==> config.mk <==
export PLATFORM = sky130hd
export DESIGN_NAME = smol_opfetch_flat
export DESIGN_NICKNAME = d
export VERILOG_FILES = /design/src/rtl/smol_pkg.sv /design/src/rtl/smol_opfetch_if.sv /design/src/rtl/smol_scoreboard.sv /design/src/rtl/smol_opfetch.sv /design/src/flat_wrapper.sv
export SDC_FILE = /design/constraint.sdc
export NUM_CORES = 1
export LEC_CHECK = 0
export BUFFER_PORTS_ARGS = -buffer_cell sky130_fd_sc_hd__buf_2
export CAP_MARGIN = 20
export CORE_UTILIZATION = 25
export DETAILED_ROUTE_END_ITERATION = 8
export PLACE_DENSITY_LB_ADDON = 0.15
export SETUP_SLACK_MARGIN = 0.5
export SYNTH_ARGS = -nofsm -noshare
export SYNTH_HDL_FRONTEND = slang
export SYNTH_SLANG_ARGS = --single-unit
==> constraint.sdc <==
create_clock -name clk -period 5.58 [get_ports clk]
set_input_delay 0.837 -clock clk [delete_from_list [all_inputs] [get_ports clk]]
set_output_delay 0.837 -clock clk [all_outputs]
set_load 0.03 [all_outputs]
==> src/rtl/smol_pkg.sv <==
// rtl/smol_pkg.sv - shared widths, types and operand-resolve helper for the operand-fetch slice
package smol_pkg;

    localparam int XLEN       = 32;
    localparam int REG_ADDR_W = 5;
    localparam int NUM_REGS   = 32;
    localparam int STALL_W    = 16;

    typedef logic [XLEN-1:0]       xlen_t;
    typedef logic [REG_ADDR_W-1:0] reg_idx_t;

    // One registered operand bundle as handed downstream.
    typedef struct packed {
        xlen_t    op1;
        xlen_t    op2;
        reg_idx_t rd;
        logic     wr_rd;
    } opbundle_t;

    // Operand priority: x0 / unused reads as zero, then the writeback bus
    // (the register file has not been written yet this cycle), then the
    // asynchronous register-file read data.
    function automatic xlen_t resolve_operand(
        input logic     use_rs,
        input reg_idx_t rs,
        input logic     wb_en,
        input reg_idx_t wb_addr,
        input xlen_t    wb_data,
        input xlen_t    rf_rdata
    );
        if (!use_rs || rs == '0) begin
            return '0;
        end else if (wb_en && wb_addr == rs) begin
            return wb_data;
        end else begin
            return rf_rdata;
        end
    endfunction

endpackage

==> src/rtl/smol_opfetch_if.sv <==
// rtl/smol_opfetch_if.sv - decoded-instruction, register-file, writeback and operand-bundle bus
//   in_*     : decoded-instruction handshake and register fields (upstream -> fetch)
//   rf_*     : register-file read port (fetch drives enables/addresses, file returns data)
//   wb_*     : writeback bus shared with the register-file write port
//   flush    : drop the held output entry
//   out_*    : operand-bundle handshake (fetch -> downstream)
//   stall_cnt: saturating count of hazard-stall cycles
interface smol_opfetch_if;
    import smol_pkg::*;

    logic                in_valid;
    logic                in_ready;
    reg_idx_t            in_rs1;
    reg_idx_t            in_rs2;
    reg_idx_t            in_rd;
    logic                in_use_rs1;
    logic                in_use_rs2;
    logic                in_wr_rd;

    logic                rf_ren1;
    logic                rf_ren2;
    reg_idx_t            rf_raddr1;
    reg_idx_t            rf_raddr2;
    xlen_t               rf_rdata1;
    xlen_t               rf_rdata2;

    logic                wb_en;
    reg_idx_t            wb_addr;
    xlen_t               wb_data;

    logic                flush;

    logic                out_valid;
    logic                out_ready;
    xlen_t               out_op1;
    xlen_t               out_op2;
    reg_idx_t            out_rd;
    logic                out_wr_rd;

    logic [STALL_W-1:0]  stall_cnt;

    // master: the surrounding pipeline / register file side
    modport master (
        output in_valid, in_rs1, in_rs2, in_rd, in_use_rs1, in_use_rs2, in_wr_rd,
        output rf_rdata1, rf_rdata2,
        output wb_en, wb_addr, wb_data,
        output flush, out_ready,
        input  in_ready, rf_ren1, rf_ren2, rf_raddr1, rf_raddr2,
        input  out_valid, out_op1, out_op2, out_rd, out_wr_rd, stall_cnt
    );

    // slave: the operand-fetch stage
    modport slave (
        input  in_valid, in_rs1, in_rs2, in_rd, in_use_rs1, in_use_rs2, in_wr_rd,
        input  rf_rdata1, rf_rdata2,
        input  wb_en, wb_addr, wb_data,
        input  flush, out_ready,
        output in_ready, rf_ren1, rf_ren2, rf_raddr1, rf_raddr2,
        output out_valid, out_op1, out_op2, out_rd, out_wr_rd, stall_cnt
    );

endinterface

==> src/rtl/smol_scoreboard.sv <==
// rtl/smol_scoreboard.sv - per-register busy bits with set/clear ports and RAW/WAW lookups
//   clk, rst                : clock, synchronous active-high reset
//   set_en/set_idx          : mark a destination busy on issue
//   wb_clr_en/wb_clr_idx    : clear on writeback
//   fl_clr_en/fl_clr_idx    : clear when a held entry is flushed
//   raw_idx1/2 -> raw_busy1/2 : RAW lookup port (two source registers)
//   waw_idx    -> waw_busy    : WAW lookup port (destination register)
module smol_scoreboard
    import smol_pkg::*;
(
    input  logic     clk,
    input  logic     rst,
    input  logic     set_en,
    input  reg_idx_t set_idx,
    input  logic     wb_clr_en,
    input  reg_idx_t wb_clr_idx,
    input  logic     fl_clr_en,
    input  reg_idx_t fl_clr_idx,
    input  reg_idx_t raw_idx1,
    input  reg_idx_t raw_idx2,
    output logic     raw_busy1,
    output logic     raw_busy2,
    input  reg_idx_t waw_idx,
    output logic     waw_busy
);

    logic [NUM_REGS-1:0] busy;
    logic [NUM_REGS-1:0] busy_d;

    // Clears first so a same-index set overrides them; x0 is never tracked.
    always_comb begin
        busy_d = busy;
        if (wb_clr_en) begin
            busy_d[wb_clr_idx] = 1'b0;
        end
        if (fl_clr_en) begin
            busy_d[fl_clr_idx] = 1'b0;
        end
        if (set_en) begin
            busy_d[set_idx] = 1'b1;
        end
        busy_d[0] = 1'b0;
    end

    always_ff @(posedge clk) begin
        if (rst) begin
            busy <= '0;
        end else begin
            busy <= busy_d;
        end
    end

    assign raw_busy1 = busy[raw_idx1];
    assign raw_busy2 = busy[raw_idx2];
    assign waw_busy  = busy[waw_idx];

endmodule

==> src/rtl/smol_opfetch.sv <==
// rtl/smol_opfetch.sv - operand fetch: register-file read, writeback bypass, hazard stall, 1-deep output
//   clk, rst : clock, synchronous active-high reset
//   bus      : smol_opfetch_if.slave (in_*, rf_*, wb_*, flush, out_*, stall_cnt)
module smol_opfetch
    import smol_pkg::*;
(
    input  logic          clk,
    input  logic          rst,
    smol_opfetch_if.slave bus
);

    logic               raw_busy1;
    logic               raw_busy2;
    logic               waw_busy;
    logic               raw1;
    logic               raw2;
    logic               waw;
    logic               hazard;
    logic               ready;
    logic               accept;
    logic               sb_set_en;
    logic               sb_fl_clr;
    opbundle_t          out_d;
    opbundle_t          out_q;
    logic               out_valid_q;
    logic [STALL_W-1:0] stall_q;

    // Register-file read port follows the decoded fields directly.
    assign bus.rf_raddr1 = bus.in_rs1;
    assign bus.rf_raddr2 = bus.in_rs2;
    assign bus.rf_ren1   = bus.in_valid & bus.in_use_rs1 & (bus.in_rs1 != '0);
    assign bus.rf_ren2   = bus.in_valid & bus.in_use_rs2 & (bus.in_rs2 != '0);

    assign sb_set_en = accept & bus.in_wr_rd & (bus.in_rd != '0);
    assign sb_fl_clr = bus.flush & out_valid_q & out_q.wr_rd;

    smol_scoreboard u_sb (
        .clk        (clk),
        .rst        (rst),
        .set_en     (sb_set_en),
        .set_idx    (bus.in_rd),
        .wb_clr_en  (bus.wb_en),
        .wb_clr_idx (bus.wb_addr),
        .fl_clr_en  (sb_fl_clr),
        .fl_clr_idx (out_q.rd),
        .raw_idx1   (bus.in_rs1),
        .raw_idx2   (bus.in_rs2),
        .raw_busy1  (raw_busy1),
        .raw_busy2  (raw_busy2),
        .waw_idx    (bus.in_rd),
        .waw_busy   (waw_busy)
    );

    // A same-cycle writeback satisfies a RAW through the bypass, but cannot
    // resolve a WAW: the new writer must wait until the old one has retired.
    assign raw1 = bus.in_use_rs1 & (bus.in_rs1 != '0) & raw_busy1
                & !(bus.wb_en & (bus.wb_addr == bus.in_rs1));
    assign raw2 = bus.in_use_rs2 & (bus.in_rs2 != '0) & raw_busy2
                & !(bus.wb_en & (bus.wb_addr == bus.in_rs2));
    assign waw  = bus.in_wr_rd & (bus.in_rd != '0) & waw_busy;

    assign hazard = raw1 | raw2 | waw;
    assign ready  = !rst & !bus.flush & !hazard & (!out_valid_q | bus.out_ready);
    assign accept = bus.in_valid & ready;

    assign bus.in_ready = ready;

    always_comb begin
        out_d.op1   = resolve_operand(bus.in_use_rs1, bus.in_rs1, bus.wb_en,
                                      bus.wb_addr, bus.wb_data, bus.rf_rdata1);
        out_d.op2   = resolve_operand(bus.in_use_rs2, bus.in_rs2, bus.wb_en,
                                      bus.wb_addr, bus.wb_data, bus.rf_rdata2);
        out_d.rd    = bus.in_rd;
        out_d.wr_rd = bus.in_wr_rd;
    end

    // One-entry output register: loads on accept, drains on out_ready,
    // and holds everything while the consumer backpressures.
    always_ff @(posedge clk) begin
        if (rst) begin
            out_valid_q <= 1'b0;
            out_q       <= '0;
        end else if (bus.flush) begin
            out_valid_q <= 1'b0;
        end else if (accept) begin
            out_valid_q <= 1'b1;
            out_q       <= out_d;
        end else if (bus.out_ready) begin
            out_valid_q <= 1'b0;
        end
    end

    always_ff @(posedge clk) begin
        if (rst) begin
            stall_q <= '0;
        end else if (bus.in_valid && hazard && !bus.flush && stall_q != '1) begin
            stall_q <= stall_q + STALL_W'(1);
        end
    end

    assign bus.out_valid = out_valid_q;
    assign bus.out_op1   = out_q.op1;
    assign bus.out_op2   = out_q.op2;
    assign bus.out_rd    = out_q.rd;
    assign bus.out_wr_rd = out_q.wr_rd;
    assign bus.stall_cnt = stall_q;

endmodule

==> src/flat_wrapper.sv <==
// flat-port wrapper written by rule: the top's interface ports become plain ports
module smol_opfetch_flat import smol_pkg::*;
  (clk, rst, bus_in_valid, bus_in_rs1, bus_in_rs2, bus_in_rd, bus_in_use_rs1, bus_in_use_rs2, bus_in_wr_rd, bus_rf_rdata1, bus_rf_rdata2, bus_wb_en, bus_wb_addr, bus_wb_data, bus_flush, bus_out_ready, bus_in_ready, bus_rf_ren1, bus_rf_ren2, bus_rf_raddr1, bus_rf_raddr2, bus_out_valid, bus_out_op1, bus_out_op2, bus_out_rd, bus_out_wr_rd, bus_stall_cnt);
  smol_opfetch_if bus_i ();
  input  logic clk;
  input  logic rst;
  input wire logic [$bits(bus_i.in_valid)-1:0] bus_in_valid;
  input wire logic [$bits(bus_i.in_rs1)-1:0] bus_in_rs1;
  input wire logic [$bits(bus_i.in_rs2)-1:0] bus_in_rs2;
  input wire logic [$bits(bus_i.in_rd)-1:0] bus_in_rd;
  input wire logic [$bits(bus_i.in_use_rs1)-1:0] bus_in_use_rs1;
  input wire logic [$bits(bus_i.in_use_rs2)-1:0] bus_in_use_rs2;
  input wire logic [$bits(bus_i.in_wr_rd)-1:0] bus_in_wr_rd;
  input wire logic [$bits(bus_i.rf_rdata1)-1:0] bus_rf_rdata1;
  input wire logic [$bits(bus_i.rf_rdata2)-1:0] bus_rf_rdata2;
  input wire logic [$bits(bus_i.wb_en)-1:0] bus_wb_en;
  input wire logic [$bits(bus_i.wb_addr)-1:0] bus_wb_addr;
  input wire logic [$bits(bus_i.wb_data)-1:0] bus_wb_data;
  input wire logic [$bits(bus_i.flush)-1:0] bus_flush;
  input wire logic [$bits(bus_i.out_ready)-1:0] bus_out_ready;
  output wire logic [$bits(bus_i.in_ready)-1:0] bus_in_ready;
  output wire logic [$bits(bus_i.rf_ren1)-1:0] bus_rf_ren1;
  output wire logic [$bits(bus_i.rf_ren2)-1:0] bus_rf_ren2;
  output wire logic [$bits(bus_i.rf_raddr1)-1:0] bus_rf_raddr1;
  output wire logic [$bits(bus_i.rf_raddr2)-1:0] bus_rf_raddr2;
  output wire logic [$bits(bus_i.out_valid)-1:0] bus_out_valid;
  output wire logic [$bits(bus_i.out_op1)-1:0] bus_out_op1;
  output wire logic [$bits(bus_i.out_op2)-1:0] bus_out_op2;
  output wire logic [$bits(bus_i.out_rd)-1:0] bus_out_rd;
  output wire logic [$bits(bus_i.out_wr_rd)-1:0] bus_out_wr_rd;
  output wire logic [$bits(bus_i.stall_cnt)-1:0] bus_stall_cnt;
  assign bus_i.in_valid = bus_in_valid;
  assign bus_i.in_rs1 = bus_in_rs1;
  assign bus_i.in_rs2 = bus_in_rs2;
  assign bus_i.in_rd = bus_in_rd;
  assign bus_i.in_use_rs1 = bus_in_use_rs1;
  assign bus_i.in_use_rs2 = bus_in_use_rs2;
  assign bus_i.in_wr_rd = bus_in_wr_rd;
  assign bus_i.rf_rdata1 = bus_rf_rdata1;
  assign bus_i.rf_rdata2 = bus_rf_rdata2;
  assign bus_i.wb_en = bus_wb_en;
  assign bus_i.wb_addr = bus_wb_addr;
  assign bus_i.wb_data = bus_wb_data;
  assign bus_i.flush = bus_flush;
  assign bus_i.out_ready = bus_out_ready;
  assign bus_in_ready = bus_i.in_ready;
  assign bus_rf_ren1 = bus_i.rf_ren1;
  assign bus_rf_ren2 = bus_i.rf_ren2;
  assign bus_rf_raddr1 = bus_i.rf_raddr1;
  assign bus_rf_raddr2 = bus_i.rf_raddr2;
  assign bus_out_valid = bus_i.out_valid;
  assign bus_out_op1 = bus_i.out_op1;
  assign bus_out_op2 = bus_i.out_op2;
  assign bus_out_rd = bus_i.out_rd;
  assign bus_out_wr_rd = bus_i.out_wr_rd;
  assign bus_stall_cnt = bus_i.stall_cnt;
  smol_opfetch u_core (.clk(clk), .rst(rst), .bus(bus_i));
endmodule
Word-level counts from Yosys, hierarchy flattened
Index checks and enable logic that the tools add are counted.

storage, ports and cells
  input bits = 125
  logic and storage cells = 98
  flip-flop bits (word level) = 119

operators by class
  multiplexer cells = 21
  eq/ne operators = 3
  reductions and logical operators = 26
  order comparisons = 8
  bitwise gates (word level) = 31
  $add $sub $neg = 1

operators with widths
  operator                                                               count
  32-bit two-way mux                                                     7
  32-bit AND                                                             2
  32-bit inverter                                                        2
  32-bit OR                                                              1
  5-bit by 6-bit < comparator with 1-bit output, second input constant   5
  1-bit AND                                                              22
  16-bit by 1-bit adder with 16-bit output, second input constant        1
  16-bit inequality test, second input constant                          1
  1-bit binary-select mux with 5-bit select                              3
  1-bit demux with 5-bit select                                          3
  5-bit by 1-bit >= comparator with 1-bit output, second input constant  3
  5-bit nonzero test                                                     3
  5-bit == test                                                          2
  5-bit logical NOT                                                      2
  1-bit logical AND                                                      8
  1-bit logical NOT                                                      8
  1-bit two-way mux                                                      8
  1-bit OR                                                               3
  1-bit logical OR                                                       2
  2-bit AND reduction                                                    1
  2-bit nonzero test                                                     1
  2-bit OR reduction                                                     1
  1-bit inverter                                                         1

Depth between registers and ports, before layout
Gate-level depths: netlist of run 1.

  depth after elaboration = 13
  gate-level depth with buffers = 12
  depth with buffers taken out = 7

Hierarchy
From an unflattened synthesis of run 1, not the netlist that was laid out.

second synthesis, totals
  cell total of the unflattened synthesis = 743
  area, all modules = 6,937.9 um^2

by module, submodules not included
  module           times used  cells an instance  sequential area each (um^2)  area each (um^2)
  smol_opfetch     1           462                1,741.7                      4,463.0
  smol_scoreboard  1           281                620.6                        2,474.9

Worst setup path before layout of run 1
No wires, ideal clock.

  path kind = input port to output port
  from = in bus_in_rd[0]
  to = out bus_in_ready
  data arrival time = 3,693 ps
  required time = 4,743 ps
  cell stages on the path = 9
  setup slack = 1,050 ps
  cells stage by stage = buf_2 -> mux4_2 -> and3_1 -> a2111oi_1 -> a31o_2 -> o211a_1 -> buf_6 -> buf_2 -> nor4b_1

between the ends
  cells in the longest elaborated chain, start to end = 7
  elaborated cells between the ends (all ways) = 9
  classes of those cells = 2 x mux; 5 x bitwise; 2 x reduce/logical

ends and longest elaborated chain
  what                                                                                    RTL line                                   RTL
  start, declared                                                                         flat_wrapper.sv:10                         input wire logic [$bits(bus_i.in_rd)-1:0] bus_in_rd;
  1-bit binary-select mux with 5-bit select / 5-bit nonzero test (equally long branches)  smol_scoreboard.sv:55, smol_opfetch.sv:60
  1-bit two-way mux (implied by the code) / 1-bit AND (equally long branches)             smol_scoreboard.sv:55, smol_opfetch.sv:60
  1-bit AND (*)                                                                           smol_opfetch.sv:60                         assign waw = bus.in_wr_rd & (bus.in_rd != '0) & waw_busy;
  1-bit OR (*)                                                                            smol_opfetch.sv:62                         assign hazard = raw1 | raw2 | waw;
  1-bit logical NOT (*)                                                                   smol_opfetch.sv:63                         assign ready = !rst & !bus.flush & !hazard & (!out_valid_q | bus.out_ready);
  1-bit AND (*) (2 in a row)                                                              smol_opfetch.sv:63
  end, declared                                                                           flat_wrapper.sv:21                         output wire logic [$bits(bus_i.in_ready)-1:0] bus_in_ready;

Mark *: on every way between the ends. The rest lies on a longest branch, timed or not. The select of a mux whose other input is x is not followed.

Worst setup path after layout of run 1
  from = in bus_in_rs2[0]
  to = out bus_in_ready

between the ends
  cells in the longest elaborated chain, start to end = 9
  elaborated cells between the ends (all ways) = 14
  classes of those cells = 1 x eq/ne; 2 x mux; 8 x bitwise; 3 x reduce/logical

ends and longest elaborated chain
  what                                                                     RTL line                                RTL
  start, declared                                                          flat_wrapper.sv:9                       input wire logic [$bits(bus_i.in_rs2)-1:0] bus_in_rs2;
  1-bit binary-select mux with 5-bit select, or another cell as far along  smol_scoreboard.sv:54                   assign raw_busy2 = busy[raw_idx2];
  1-bit two-way mux (implied by the code), or another cell as far along    smol_scoreboard.sv:54
  1-bit AND / 1-bit logical NOT (equally long branches)                    smol_opfetch.sv:58, smol_opfetch.sv:59
  1-bit AND (*)                                                            smol_opfetch.sv:59                      & !(bus.wb_en & (bus.wb_addr == bus.in_rs2));
  1-bit OR (*) (2 in a row)                                                smol_opfetch.sv:62
  1-bit logical NOT (*)                                                    smol_opfetch.sv:63
  1-bit AND (*) (2 in a row)                                               smol_opfetch.sv:63

Marked as above.

==> key figures, run 1 <==
Outcome
  • Status: complete, no violations

Global route
  • Global-route wire length before repair: 37900 um
  • GR peak layer: met2
  • M2 GR Usage: 0.273
  • Met3 Resource Use GR: 0.0344
  • Initial antenna violation count: 2
  • Global routing usage on met1: 0.240
  • Largest net degree at the start of global routing: 94
  • Aggregate global routing overflow: 0
  • Tot GR Track Use: 0.174
  • Vias in the first global route: 6235

Placement
  • RePlAce Congestion: 0.803
  • PortBufs: 224
  • Place WS: 1.27 ns
  • Dpl hpwl: 17400 um

STA
  • Final Hold Viols: 0
  • Max Slew Vio Count: 0
  • Worst rel slew slack: 0.386
  • Fin Clk Skew: 0.0134 ns
  • Worst-Margin Slew: 0.920 ns
  • Min Tclk post-route: 4.38 ns
  • Setup_tns: 0 ns
  • Period Utilization, post-route: 0.785
  • Hold_ws: 0.481 ns
  • Unrepaired setup endpoints after global routing: false
  • Final number of setup-violating endpoints: 0
  • Setup WS post-layout: 1.20 ns
  • Fmax: 228 MHz

CTS
  • CTS tree: done
  • H-tree levels: 4
  • Post-CTS Hold Buffers: 0
  • Clock latency on the worst-skew pair: 0.42 ns
  • Clock-pin slew on the worst setup and hold paths: 0.06 ns
  • Num CTS Buffers: 17
  • # Post-CTS Setup Buffers: 0
  • Post_cts resized: 0
  • CTS root buf: clkbuf_16
  • TritonCTS Sinks: 118
  • Clk buf depth: 2

Routing
  • Routed via count: 6577
  • WL/cell: 19.2 um
  • Antenna-violating nets left: 0
  • Via density: 5.07
  • Remaining DRCs: 0
  • Drt total wl: 24900 um
  • DRT iter0 DRCs: 378
  • DR pass1 iterations: 5

Synthesis
  • Top cells by area, synth: dfxtp_1 (34%), mux2i_1 (13%), nand3b_1 (8.7%)
  • Yosys Warn Count: 0
  • Synth cell count leaders: dfxtp_1 (118), mux2i_1 (89), nand3b_1 (80)
  • Syn avg cell area: 9.31 um^2
  • Post-synth cell types: 53
  • Count leader, synth: dfxtp_1
  • Register area share after synthesis: 0.341
  • Net count after synthesis: 870
  • Mapped cell area: 6930 um^2
  • Post-synth top area cell: dfxtp_1
  • Gate Count Post-Synth: 744
  • Async set-reset flop share out of synthesis: 0
  • Synthesis-stage register bit count: 118
  • Number of synthesized flops with an enable pin: 0
  • Yosys top cell area share: 0.341
  • Ys flop type: dfxtp_1

Cells and area
  • Nets@finish: 1036
  • Share of layout cells above drive strength 1: 0.323
  • Area Growth Syn to Fin: 26.4%

Worst hold path
  • Min-Delay Path Depth: 2
  • Hold EP: u_core.bus.out_op2[15]
  • HP Start: u_core.bus.out_op2[15]
  • Hold WC Path Type: reg -> reg

Power and ir drop
  • LEAKAGE: 0.00333 uW
  • Power per Cell Area: 251 nW/um^2
  • Pwr Total: 2190 uW
  • VDD IR max: 0.117 mV

Critical path
  • Reg2Reg Depth: 7
  • Critical path class: in -> out
  • Data required time of the worst path: 4.74 ns
  • Setup crit start kind: input port
  • Worst path arrival time: 3.54 ns
  • R2r endpoint: u_core.u_sb.busy[28]
  • Worst-path maximum fanout: 10
  • R2R setup slack: 2.37 ns
  • Worst r2r src: u_core.u_sb.busy[27]
  • CP Capture Type: output port

Die
  • Die W: 168 um
  • Std cell rows: 60
  • I/O Pins: 225
  • Placeable Area: 27100 um^2
  • Die H: 168 um
  • DIE AREA: 28400 um^2
  • Starting Density: 0.256

Run
  • Max Cap Violations: 0
layout by cell type (no fill, tap or decap), drive strengths merged, types with 6 or more instances in the layout:
master / instances
or4: 12
nor2: 22
mux4: 12
nand3b: 80
nand2: 19
dfxtp: 118
mux2i: 89
clkbuf: 17
and3: 7
nand2b: 6
o21ai: 38
inv: 15
o31ai: 73
a21oi: 13
o221ai: 33
xor2: 8
buf: 231
or3: 8
nor2b: 41
mux2: 10
nand3: 15
how the worst max path moves through the flow:
stage	startpoint	cells past startpoint	to	slack (ns)
after detailed placement	bus_in_rs2[0]	8	bus_in_ready	1.27
after floorplan	bus_in_rd[0]	9	bus_in_ready	1.05
after global routing	bus_in_rs2[0]	8	bus_in_ready	1.11
after CTS	bus_in_rs2[0]	8	bus_in_ready	1.24
after global placement	bus_in_rs2[0]	8	bus_in_ready	1.29
final	bus_in_rs2[0]	8	bus_in_ready	1.20
layer usage:
layer / wire length (um) / share of wire / up-vias
met5: 0 / 0 / -
met4: 384 / 0.015 / 0
met3: 1410 / 0.056 / 18
met2: 11400 / 0.46 / 219
met1: 11700 / 0.47 / 3191
li1: - / - / 3149
sequential cells by signal (all words and copies together), names as in the netlist:
| signal | count |
|---|---|
| u_core.bus.stall_cnt | 16 |
| u_core.u_sb.busy | 31 |
| u_core.bus.out_op2 | 32 |
| u_core.bus.out_wr_rd | 1 |
| u_core.bus.out_rd | 5 |
| u_core.bus.out_op1 | 32 |
| u_core.bus.out_valid | 1 |
worst max-delay path, stage by stage:
cell	delay, ns
buf_2	0.20
or4_1	0.54
o21ai_0	0.69
a31oi_1	0.13
o2111ai_1	0.27
o211a_1	0.31
nor4b_1	0.29
buf_2	0.26
final cells by class:
type	instances	area, um^2
timing repair buffer	231	1180
sequential	118	2360
multi-input combinational	532	4140
fill	2880	18300
inverter	10	37.5
tap	372	465
antenna	2	5.00
clock inverter	15	144
clock buffer	17	425
kinds of logic (layout without fill, tap and decap cells):
group / Yosys count / after routing / share of synthesized area
AND/OR/NAND/NOR: 235 / 235 / 0.215
other: 0 / 2 / 0
buffers and inverters: 94 / 273 / 0.0636
flip-flops: 118 / 118 / 0.341
AO/OA/AOI/OAI: 175 / 175 / 0.180
multiplexers: 111 / 111 / 0.185
XOR/XNOR: 10 / 10 / 0.0137
adder cells (fa/ha/maj): 1 / 1 / 0.00181
report_power, final:
part           switching [uW]  internal (uW)
clock                     447            621
sequential               7.91            852
combinational             171           95.2
stage by stage:
stage / instances / instance area, um^2 / util
floorplan: 744 / 6930 / -
global placement: 1263 / 8180 / 0.302
detailed placement: 1263 / 8180 / 0.302
CTS: 1295 / 8750 / 0.323
global route: 1297 / 8750 / 0.323
finish: 1297 / 8750 / 0.323
No activity file was read; power rests on OpenSTA's default activity.
==> run 2, diff against run 1 <==
clock period = 4.2 ns   (was 5.58 ns; I/O delays follow)
==> key figures, run 2 (synthesis results as in run 1) <==
Outcome
  • Status: complete, no violations

Global route
  • Largest net degree at the start of global routing: 129 (+37%)
  • Global-route wire length before repair: 38100 um (+0.62%)
  • Initial antenna violation count: 0 (-2)
  • Aggregate global routing overflow: 0 (unchanged)
  • Vias in the first global route: 6236 (+0.016%)
  • Tot GR Track Use: 0.175 (+0.00108)

CTS
  • H-tree levels: 4 (unchanged)
  • Num CTS Buffers: 17 (unchanged)
  • TritonCTS Sinks: 118 (unchanged)
  • Clock-pin slew on the worst setup and hold paths: 0.05 ns (about the same)
  • # Post-CTS Setup Buffers: 0 (unchanged)
  • Post_cts resized: 0 (unchanged)
  • CTS tree: done
  • Clk buf depth: 2 (unchanged)
  • Post-CTS Hold Buffers: 0 (unchanged)
  • Clock latency on the worst-skew pair: 0.41 ns (about the same)
  • CTS root buf: clkbuf_16

Placement
  • Dpl hpwl: 17500 um (+0.65%)
  • DP Area: 8210 um^2 (+0.41%)
  • PortBufs: 224 (unchanged)
  • Place WS: 0.622 ns (-0.652 ns)
  • RePlAce Congestion: 0.837 (+4.2%)

STA
  • Fin Clk Skew: 0.0121 ns (-0.00121 ns)
  • Max Slew Vio Count: 0 (unchanged)
  • Final Hold Viols: 0 (unchanged)
  • Fmax: 287 MHz
  • Worst rel slew slack: 0.392 (+0.00566)
  • Period Utilization, post-route: 0.830
  • Final number of setup-violating endpoints: 0 (unchanged)
  • Worst-Margin Slew: 0.912 ns (-0.00849 ns)
  • Setup WS post-layout: 0.715 ns (-0.485 ns)
  • Unrepaired setup endpoints after global routing: false
  • Min Tclk post-route: 3.49 ns
  • Setup_tns: 0 ns (unchanged)

Routing
  • DR pass1 iterations: 5 (unchanged)
  • Routed via count: 6631 (+0.82%)
  • WL/cell: 19.3 um (+0.69%)
  • Remaining DRCs: 0 (unchanged)
  • Drt total wl: 25100 um (+0.69%)
  • Antenna-violating nets left: 0 (unchanged)
  • DRT iter0 DRCs: 363 (-4.0%)
  • Via density: 5.11 (+0.82%)

Critical path
  • Data required time of the worst path: 3.57 ns (-1.17 ns)
  • CP Capture Type: output port
  • Worst-path maximum fanout: 14 (+4)
  • Critical path class: in -> out
  • Setup crit start kind: input port
  • Worst path arrival time: 2.86 ns (-0.68 ns)

Die
  • Die W: 168 um (unchanged)
  • I/O Pins: 225 (unchanged)
  • Placeable Area: 27100 um^2 (unchanged)
  • Std cell rows: 60 (unchanged)
  • DIE AREA: 28400 um^2 (unchanged)
  • Starting Density: 0.256 (unchanged)
  • Die H: 168 um (unchanged)

Power and ir drop
  • Pwr Total: 2850 uW (+30%)
  • LEAKAGE: 0.00333 uW (+0.11%)
  • VDD IR max: 0.195 mV (+67%)
  • Power per Cell Area: 325 nW/um^2 (+30%)

Cells and area
  • Area Growth Syn to Fin: 26.5% (about the same)
  • Fin util: 0.323 (about the same)
  • Commonest non-fill, non-tap cell in the layout: buf_2
  • Most frequent cells in the layout: buf_2 (223), dfxtp_1 (118), mux2i_1 (89)
  • # diodes: 0 (-2)
  • Fillers: 2865 (-0.52%)
  • Design Area, Final: 8760 um^2 (about the same)
  • Nets@finish: 1038 (+0.19%)
  • Share of layout cells above drive strength 1: 0.326 (+0.00363)

Worst hold path
  • Hold WC Path Type: in -> reg

Run
  • Max Cap Violations: 0 (unchanged)
## run 2: changes by cell type in the layout (fill, tap and decap cells not counted), moves of 2 or more
cell,before,now
clkinvlp_4,4,6
clkinv_4,4,2
clkinv_2,1,3
inv_6,5,3
diode_2,2,0
## run 2: layout make-up
class | instances | area [um^2] | share of cell area
well taps | 372 | 465 | 0.0531
repair buffers | 233 | 1200 | 0.137
flip-flops and latches | 118 | 2360 | 0.270
inverters | 10 | 37.5 | 0.00428
clock buffers | 18 | 439 | 0.0501
clock inverters | 14 | 104 | 0.0119
multi-input cells | 532 | 4150 | 0.474
## run 2: worst max-delay path, cell delays in order
cell	delay, ns
buf_2	0.28
mux2_2	0.37
or3_1	0.30
a311oi_1	0.32
or4_4	0.23
o211a_1	0.24
nor4b_2	0.23
buf_2	0.24
## run 2: per-stage QoR
| step | hold slack (ns) | std cells |
|---|---|---|
| 5_1_grt | 0.462 | 1297 |
| 6_report | 0.480 | 1297 |
| 3_3_place_gp | 0.467 | 1265 |
| 2_1_floorplan | 0.580 | 744 |
| 4_1_cts | 0.454 | 1297 |
| 3_5_place_dp | 0.468 | 1265 |
## run 2: report_power, final
group / switching (uW) / internal, uW
clock: 576 / 772
combinational: 226 / 129
sequential: 11.0 / 1130
total: 814 / 2030
## run 2: path summary, 6_finish.rpt
path | to | depth (start not counted) | slack [ns] | from
worst min register to register | u_core.bus.out_op1[17] | 2 | 0.48 | u_core.bus.out_op1[17]
worst min-delay path | u_core.bus.out_valid | 2 | 0.48 | bus_flush
worst max-delay path | bus_in_ready | 8 | 0.71 | bus_in_rs1[1]
worst max register to register | u_core.bus.stall_cnt[14] | 8 | 1.29 | u_core.u_sb.busy[5]
## run 2: layer usage
| metal | global-route usage | wire (um) |
|---|---|---|
| met4 | 0.0411 | 212 |
| met1 | 0.237 | 11500 |
| met3 | 0.0451 | 1670 |
| met5 | 0 | 0 |
| met2 | 0.275 | 11600 |
